### config.mk
export PLATFORM = sky130hd
export DESIGN_NAME = fp_round_pack
export DESIGN_NICKNAME = d
export VERILOG_FILES = /design/src/rtl/fpu_pkg.sv /design/src/rtl/fp_round_core.sv /design/src/rtl/fp_round_pack.sv
export SDC_FILE = /design/constraint.sdc
export NUM_CORES = 1
export LEC_CHECK = 0
export CELL_PAD_IN_SITES_DETAIL_PLACEMENT = 1
export CELL_PAD_IN_SITES_GLOBAL_PLACEMENT = 1
export CORE_UTILIZATION = 36
export CTS_CLUSTER_DIAMETER = 40
export DETAILED_ROUTE_END_ITERATION = 16
export GPL_ROUTABILITY_DRIVEN = 0
export GPL_TIMING_DRIVEN = 1
export PLACE_DENSITY = 0.79
export RECOVER_POWER = 50
export SLEW_MARGIN = 20
export SYNTH_ARGS = -nofsm -noshare
export SYNTH_HDL_FRONTEND = slang
export SYNTH_SLANG_ARGS = --single-unit
### constraint.sdc
create_clock -name clk -period 4 [get_ports clk]
set_input_delay 0.8 -clock clk [delete_from_list [all_inputs] [get_ports clk]]
set_output_delay 0.8 -clock clk [all_outputs]
set_load 0.01 [all_outputs]
### src/rtl/fpu_pkg.sv
// Shared FP32 constants, rounding-mode encodings, flag indices and the S1 beat record
// for the multiplier output stage.
package fpu_pkg;

  localparam int EXP_W  = 8;
  localparam int MANT_W = 26;
  localparam int FRAC_W = 23;

  localparam logic [2:0] RM_RNE = 3'd0;
  localparam logic [2:0] RM_RTZ = 3'd1;
  localparam logic [2:0] RM_RDN = 3'd2;
  localparam logic [2:0] RM_RUP = 3'd3;
  localparam logic [2:0] RM_RMM = 3'd4;

  localparam int FLG_NV = 4;
  localparam int FLG_DZ = 3;
  localparam int FLG_OF = 2;
  localparam int FLG_UF = 1;
  localparam int FLG_NX = 0;

  localparam logic [31:0] FP32_QNAN = 32'h7FC00000;
  localparam logic [30:0] FP32_MAXF = 31'h7F7FFFFF;
  localparam logic [30:0] FP32_INF  = 31'h7F800000;

  typedef struct packed {
    logic              sign;
    logic [EXP_W-1:0]  exp;
    logic [MANT_W-1:0] mant;
    logic              invalid;
    logic              ovf;
    logic [2:0]        rm;
  } op_t;

endpackage

### src/rtl/fp_round_core.sv
// Combinational IEEE-754 rounding, overflow/underflow detection and FP32 packing.
// Flush-to-zero of tiny results is built in when FPU_ROUND_FTZ_EN is defined.
module fp_round_core
  import fpu_pkg::*;
#(
  parameter bit CANON_NAN = 1'b1
) (
  input  logic              sign,
  input  logic [EXP_W-1:0]  exp,
  input  logic [MANT_W-1:0] mant,
  input  logic              invalid,
  input  logic              ovf,
  input  logic [2:0]        rm,
  output logic [31:0]       result,
  output logic [4:0]        flags
);

  logic              lsb, g, s, nx, inc;
  logic [24:0]       sum;
  logic [EXP_W:0]    exp_r;
  logic [FRAC_W-1:0] frac;
  logic              of, tiny;

  always_comb begin
    lsb = mant[2];
    g   = mant[1];
    s   = mant[0];
    nx  = g | s;

    case (rm)
      RM_RTZ:  inc = 1'b0;
      RM_RDN:  inc = nx & sign;
      RM_RUP:  inc = nx & ~sign;
      RM_RMM:  inc = g;
      default: inc = g & (s | lsb);
    endcase

    sum   = {1'b0, mant[25:2]} + {24'd0, inc};
    exp_r = {1'b0, exp} + {8'd0, sum[24]};
    // A subnormal that rounds up into the hidden bit becomes the smallest normal.
    if (exp == '0 && sum[23])
      exp_r = 9'd1;
    frac = sum[24] ? '0 : sum[22:0];

    of   = ovf || (exp_r >= 9'd255);
    tiny = (exp_r == '0) && (frac != '0);

    result = '0;
    flags  = '0;
    flags[FLG_DZ] = 1'b0;

    if (exp == 8'hFF) begin
      if (mant[24:2] != '0) begin
        result = CANON_NAN ? FP32_QNAN : {sign, 8'hFF, 1'b1, mant[23:2]};
        flags[FLG_NV] = invalid | ~mant[24];
      end else begin
        result = {sign, FP32_INF};
        flags[FLG_NV] = invalid;
      end
    end else if (invalid) begin
      result = FP32_QNAN;
      flags[FLG_NV] = 1'b1;
    end else if (of) begin
      case (rm)
        RM_RTZ:  result = {sign, FP32_MAXF};
        RM_RDN:  result = sign ? {1'b1, FP32_INF}  : {1'b0, FP32_MAXF};
        RM_RUP:  result = sign ? {1'b1, FP32_MAXF} : {1'b0, FP32_INF};
        default: result = {sign, FP32_INF};
      endcase
      flags[FLG_OF] = 1'b1;
      flags[FLG_NX] = 1'b1;
    end else if (tiny) begin
`ifdef FPU_ROUND_FTZ_EN
      result = {sign, 31'd0};
      flags[FLG_UF] = 1'b1;
      flags[FLG_NX] = 1'b1;
`else
      result = {sign, 8'd0, frac};
      flags[FLG_UF] = nx;
      flags[FLG_NX] = nx;
`endif
    end else begin
      result = {sign, exp_r[7:0], frac};
      flags[FLG_NX] = nx;
    end
  end

endmodule

### src/rtl/fp_round_pack.sv
// FP32 round/pack output stage: 2-cycle valid/ready pipeline, full backpressure, sticky fflags.
// Define FPU_ROUND_FTZ_EN to flush tiny results to signed zero.
module fp_round_pack
  import fpu_pkg::*;
#(
  parameter bit CANON_NAN = 1'b1
) (
  input  logic        clk,
  input  logic        rst_n,
  input  logic        in_valid,
  output logic        in_ready,
  input  logic        in_sign,
  input  logic [7:0]  in_exp,
  input  logic [25:0] in_mant,
  input  logic        in_invalid,
  input  logic        in_ovf,
  input  logic [2:0]  in_rm,
  output logic        out_valid,
  input  logic        out_ready,
  output logic [31:0] out_result,
  output logic [4:0]  out_flags,
  input  logic        flags_clr,
  output logic [4:0]  fflags
);

  op_t         s1;
  logic        s1_valid;
  logic        s2_adv;
  logic [31:0] core_result;
  logic [4:0]  core_flags;

  assign s2_adv   = !out_valid || out_ready;
  assign in_ready = !s1_valid || s2_adv;

  always_ff @(posedge clk or negedge rst_n) begin
    if (!rst_n) begin
      s1_valid <= 1'b0;
      s1       <= '0;
    end else if (in_ready) begin
      s1_valid <= in_valid;
      if (in_valid)
        s1 <= '{sign: in_sign, exp: in_exp, mant: in_mant,
                invalid: in_invalid, ovf: in_ovf, rm: in_rm};
    end
  end

  fp_round_core #(.CANON_NAN(CANON_NAN)) u_core (
    .sign    (s1.sign),
    .exp     (s1.exp),
    .mant    (s1.mant),
    .invalid (s1.invalid),
    .ovf     (s1.ovf),
    .rm      (s1.rm),
    .result  (core_result),
    .flags   (core_flags)
  );

  always_ff @(posedge clk or negedge rst_n) begin
    if (!rst_n) begin
      out_valid  <= 1'b0;
      out_result <= '0;
      out_flags  <= '0;
    end else if (s2_adv) begin
      out_valid <= s1_valid;
      if (s1_valid) begin
        out_result <= core_result;
        out_flags  <= core_flags;
      end
    end
  end

  // A clear in the same cycle as a handshake keeps only the new flags.
  always_ff @(posedge clk or negedge rst_n) begin
    if (!rst_n)
      fflags <= '0;
    else
      fflags <= (flags_clr ? 5'd0 : fflags) | ((out_valid && out_ready) ? out_flags : 5'd0);
  end

endmodule
# After elaboration in Yosys (flattened, before gate mapping)
# Cells that the tools add are included.
# totals
regBits	83
# op_classes
addsub	2
n_lt_le_gt_ge	1
n_eq_ne	5
mux	22
n_bitwise	9
n_reduce_logical	14
# ops
op	n
2-to-1 mux 32 bit	6
case mux 32 bit (3 select lines)	1
nonzero test 23 bit	2
2-to-1 mux 31 bit	1
adder 24 x 1 -> 25 bit	1
2-to-1 mux 23 bit	1
2-to-1 mux 5 bit	2
adder 8 x 1 -> 9 bit	1
>= comparator 9 x 8 -> 1 bit (second input constant)	1
logical NOT 9 bit	1
2-to-1 mux 9 bit	1
equality test 8 bit (second input constant)	1
logical NOT 8 bit	1
2-to-1 mux 1 bit	7
equality test 3 x 2 -> 1 bit (second input constant)	2
2-to-1 mux 3 bit	2
bitwise OR 5 bit	1
case mux 1 bit (4 select lines)	1
AND reduction 2 bit	2
bitwise AND 1 bit	3
equality test 3 x 1 -> 1 bit (second input constant)	1
equality test 3 bit (second input constant)	1
logical AND 1 bit	3
logical OR 1 bit	3
3 further kinds	7

# Logic depth before layout (Yosys ltp)
# depth
ltp_word	12
mapped_depth	22
mapped_depth_nobuf	18

# Modules after synthesis
# Synthesis repeated with hierarchy kept, for this count alone.
# unflattened
hier_cells	437
area_unflattened_um2	5091.1
# modules_own_cells
mod	n_inst	cells_per_inst	area_each_um2	seq_area_each_um2
fp_round_pack	1	189	3520.9	2102.0
fp_round_core	1	248	1570.3	0.0

# Worst setup path before layout
# Ideal clock, no wire load.
# synth_path
path_kind	register to register
startpoint	register s1[1] (netlist bit)
endpoint	register out_result[2]
arrival_ns	4.070
required_ns	3.879
path_slack_ns	-0.191
stages_incl_launch_ff	21
path_buffers	3
period_less_slack_ns	4.191
cell_sequence	dfrtp_1 > nor2b_1 > and2_1 > ha_1 > a22oi_1 > a21oi_1 > ha_1 > ha_1 > nand4_1 > nor4_4 > and3_1 > buf_2 > ha_1 > nand2_4 > or3_1 > a211o_1 > o21a_1 > buf_6 > o21a_4 > buf_6 > a22o_1
# synth_via
elab_chain_cells	10
word_cells_on_any_way	17
# synth_lines
item	line	text
from (decl)	fp_round_pack.sv:26	op_t s1;
from (signal assigned)	fp_round_pack.sv:42	s1 <= '{sign: in_sign, exp: in_exp, mant: in_mant,
equality test 3 bit, or another cell as far along	fp_round_core.sv:30	case (rm)
case mux 1 bit (4 select lines)	fp_round_core.sv:30	
adder 24 x 1 -> 25 bit	fp_round_core.sv:38	sum = {1'b0, mant[25:2]} + {24'd0, inc};
adder 8 x 1 -> 9 bit or logical AND 1 bit (tied branches)	fp_round_core.sv:39, fp_round_core.sv:41	
2-to-1 mux 9 bit	fp_round_core.sv:41	if (exp == '0 && sum[23])
>= comparator 9 x 8 -> 1 bit	fp_round_core.sv:45	of = ovf || (exp_r >= 9'd255);
logical OR 1 bit	fp_round_core.sv:45	
2-to-1 mux 32 bit (*)	fp_round_core.sv:63	end else if (of) begin
2-to-1 mux 32 bit (*)	fp_round_core.sv:60	end else if (invalid) begin
2-to-1 mux 32 bit (*)	fp_round_core.sv:52	if (exp == 8'hFF) begin
to (signal assigned)	fp_round_pack.sv:66	out_result <= core_result;
to (decl)	fp_round_pack.sv:20	output logic [31:0] out_result,
# Mark *: on every way between the ends. The rest lies on a longest branch, timed or not.
# A chain may end at the register's enable or synchronous reset.

# Final worst setup path
# layout_path
startpoint	register s1[1] (netlist bit)
endpoint	register out_result[22]
# The elaborated chain is that of the path after synthesis.

==> impl_metrics.sql <==
INSERT INTO impl_metrics (metric_group, metric, value, unit) VALUES
('outcome', 'run_status', 'finished with violations', ''),
('outcome', 'failed_checks', 'capacitance limit, slew limit', ''),
('critical_path', 'critical_path.reg2reg.endpoint', 'out_result[22]', ''),
('yosys', 'yosys_warnings', '0', ''),
('critical_path', 'regToRegStartpoint', 's1[1]', ''),
('detailed_routing', 'detailed_router_s_first_iteration_violation_count', '190', ''),
('sta', 'fin_crit', '3.906', 'ns'),
('final_layout', 'antenna_diode_count', '0', ''),
('yosys', 'most_used_flip_flop_cell_after_synthesis', 'sky130_fd_sc_hd__dfrtp_1', ''),
('yosys', 'ys_async_sr_fraction', '1.000', ''),
('detailed_routing', 'wl', '12550', 'microns'),
('critical_path', 'path_class', 'register to register', ''),
('critical_path', 'path_common_cell', 'sky130_fd_sc_hd__ha_4', ''),
('detailed_routing', 'drc', '0', ''),
('cts', 'cts-root-to-sink-buffers', '2', ''),
('critical_path', 'startpoint', 's1[1]', ''),
('die', 'io-pin-count', '89', ''),
('critical_path', 'critical_path_arrival', '4.14', 'ns'),
('global_route', 'first_global_vias', '3880', ''),
('detailed_routing', 'routed_via_density', '5.545', ''),
('power_and_ir_drop', 'power.density', '467.5', 'nW/um^2'),
('cts', 'cts_sinks', '82', ''),
('yosys', 'postSynthCellCount', '436', ''),
('sta', 'slew_headroom', '-0.3379', ''),
('detailed_routing', 'drt_pre_antenna_iters', '4', ''),
('die', 'fp-row-count', '40', ''),
('global_route', 'initial_antenna_violation_count', '0', ''),
('die', 'die_height', '113.1', 'microns'),
('die', 'core', '12010', 'sq um'),
('cts', 'insertion_delay_of_the_later_clocked_pin_in_the_worst_skew_pair', '0.34', 'ns'),
('yosys', 'post_synth.cell_area_avg', '10.18', 'sq um'),
('sta', 'post-route-period-util', '0.9765', ''),
('critical_path', 'critical_path.cell_chain', 'nor2b_4, and2_4, ha_4, a22oi_2, a21oi_2, ha_2, ha_4, nand4_1, nor4_4, and3_4, ha_4, nand4_1, xor2_1, a211o_1, o21a_4, mux2i_1, a211oi_2, a21o_1', ''),
('critical_path', 'reg2reg_setup_slack', '0.09', 'ns'),
('critical_path', 'critical_path.n_buffers_inverters', '0', ''),
('sta', 'postLayoutSetupSlackWorst', '0.09388', 'ns'),
('placed_design', 'preCtsSetupSlack', '-0.1262', 'ns'),
('critical_path', 'crit_slowest_cell', 'sky130_fd_sc_hd__dfrtp_1', ''),
('cts', 'clk_pin_slew', '0.06', 'ns'),
('flow_run', 'maxCapViolCount', '1', ''),
('sta', 'whs', '0.4738', 'ns'),
('placed_design', 'detailed_place_hpwl', '8989', 'microns'),
('min_path', 'holdCritStartpoint', 'out_result[20]', ''),
('global_route', 'first_pass_grt_wire_length', '20550', 'microns'),
('yosys', 'synth_cell_type_count', '56', ''),
('final_layout', 'design.final.nets', '574', ''),
('yosys', 'ys_seq_area_frac', '0.4621', ''),
('min_path', 'worst_hold_path.num_cells', '2', ''),
('critical_path', 'critPathMaxFanout', '8', ''),
('die', 'chipWidth', '113.1', 'microns'),
('yosys', 'fraction_of_synthesized_cell_area_taken_by_the_top_area_cell_type', '0.4621', ''),
('power_and_ir_drop', 'cellLeakagePower', '2.324', 'nW'),
('yosys', 'synthDominantAreaCellType', 'sky130_fd_sc_hd__dfrtp_1', ''),
('yosys', 'yosys.cell_count.top_type', 'sky130_fd_sc_hd__dfrtp_1', ''),
('die', 'initial_utilization', '0.3697', ''),
('sta', 'final_max_slew_viol_count', '83', ''),
('critical_path', 'timing.critical_path.slowest_cell_delay', '0.39', 'ns'),
('yosys', 'synth.cells.most_frequent', 'sky130_fd_sc_hd__dfrtp_1, sky130_fd_sc_hd__mux2_2, sky130_fd_sc_hd__nand2_1, sky130_fd_sc_hd__o21ai_0, sky130_fd_sc_hd__nor2_1', ''),
('min_path', 'hold_path_class', 'register to register', ''),
('min_path', 'hold_end', 'out_result[20]', ''),
('yosys', 'netlist_area', '4441', 'sq um'),
('yosys', 'post_synth_main_area_contributors', 'sky130_fd_sc_hd__dfrtp_1, sky130_fd_sc_hd__mux2_2, sky130_fd_sc_hd__o21ai_0', ''),
('cts', 'ctsHtreeMaxLevel', '3', ''),
('sta', 'max_slew.worst_pin.slew', '2.007', 'ns'),
('critical_path', 'r2r_cells', '18', ''),
('sta', 'fmaxAchievable', '256.0', 'MHz'),
('global_route', 'overflow', '0', ''),
('cts', 'cts_buffers', '9', ''),
('die', 'die_area', '12780', 'sq um'),
('global_route', 'pin_count_of_the_biggest_net_entering_global_routing', '83', ''),
('final_layout', 'drive_gt1_frac', '0.1818', '');
[repair_timing]
item                                   in CTS  in global routing
resized for setup                           4                  8
gates cloned                                1                  2
endpoints found under the hold margin       0                  0
setup endpoints to repair                  25                 27
buffers inserted                            1                  4
pin swaps                                   3                  1
hold buffers                                0                  0
[kinds of logic (layout without fill, tap and decap cells)]
family | Yosys count | count (layout) | share of synthesized area
simple gates | 150 | 150 | 0.1798
other cells | 1 | 2 | 0.0008445
compound gates | 91 | 94 | 0.1400
flops | 82 | 82 | 0.4621
xor+xnor | 27 | 27 | 0.05326
buf+inv | 39 | 127 | 0.04621
fa+ha+maj | 5 | 5 | 0.01409
mux | 41 | 41 | 0.1037
[sequential cells by signal, summed over array words and instances (netlist names)]
register    cells
s1             40
out_result     32
fflags          4
out_flags       4
out_valid       1
s1_valid        1
[power by group]
group	leakage [nW]	switching, W	internal [W]
clock	0.142	0.000320	0.000495
combinational	1.20	0.000350	0.000412
sequential	0.978	0.000180	0.000980
[layout by cell type, fill, tap and decap left out, types with 15 or more instances in the layout]
cell / instances
sky130_fd_sc_hd__mux2_2: 40
sky130_fd_sc_hd__dlygate4sd3_1: 15
sky130_fd_sc_hd__dfrtp_1: 82
sky130_fd_sc_hd__nor2_1: 25
sky130_fd_sc_hd__nand2_1: 36
sky130_fd_sc_hd__a22o_1: 17
sky130_fd_sc_hd__o21ai_0: 27
sky130_fd_sc_hd__clkdlybuf4s50_1: 70
sky130_fd_sc_hd__nand3_1: 21
sky130_fd_sc_hd__buf_4: 15
[metal layers]
metal  GRT usage  up-vias  share of wire
li1            -     1756              -
met1      0.2847     1869           0.47
met2      0.3252       94           0.47
met3     0.02732       24          0.040
met4     0.09035        0          0.024
met5           0        -              0
[worst max-delay path by stage]
stage / to / cells after the start / slack (ns)
after CTS: out_result[22] / 18 / 0.09
final: out_result[22] / 18 / 0.09
after detailed placement: out_result[22] / 18 / -0.13
after floorplan: out_result[2] / 20 / -0.11
after global placement: out_result[22] / 18 / 0.05
after global routing: out_result[22] / 18 / -0.03
[cell type report]
class / count / area [sq um] / area share
clock buffers: 12 / 246.5 / 0.04212
clock inverters: 3 / 40.04 / 0.006842
inverters: 10 / 37.54 / 0.006414
multi-input cells: 319 / 2312 / 0.3951
flip-flops and latches: 82 / 2052 / 0.3507
well taps: 147 / 183.9 / 0.03143
repair buffers: 102 / 979.7 / 0.1674
[per-stage QoR]
stage	TNS [ns]	cell area, sq um	total power (W)	util	cells
after global placement	0	5456	0.001878	0.4543	652
after floorplan	-1.919	4508	0.001534	-	437
after global routing	-0.03915	5852	0.002871	0.4872	675
final	0	5852	0.002736	0.4872	675
after CTS	0	5774	0.002744	0.4807	669
after detailed placement	-1.628	5456	0.001911	0.4543	652
[tightest hold or removal path: cells and delay by family (launching register included)]
family / cells / cell delay [ns]
flops: 1 / 0.34
simple gates: 2 / 0.10
Note: power is estimated with default switching activity, not from simulation.
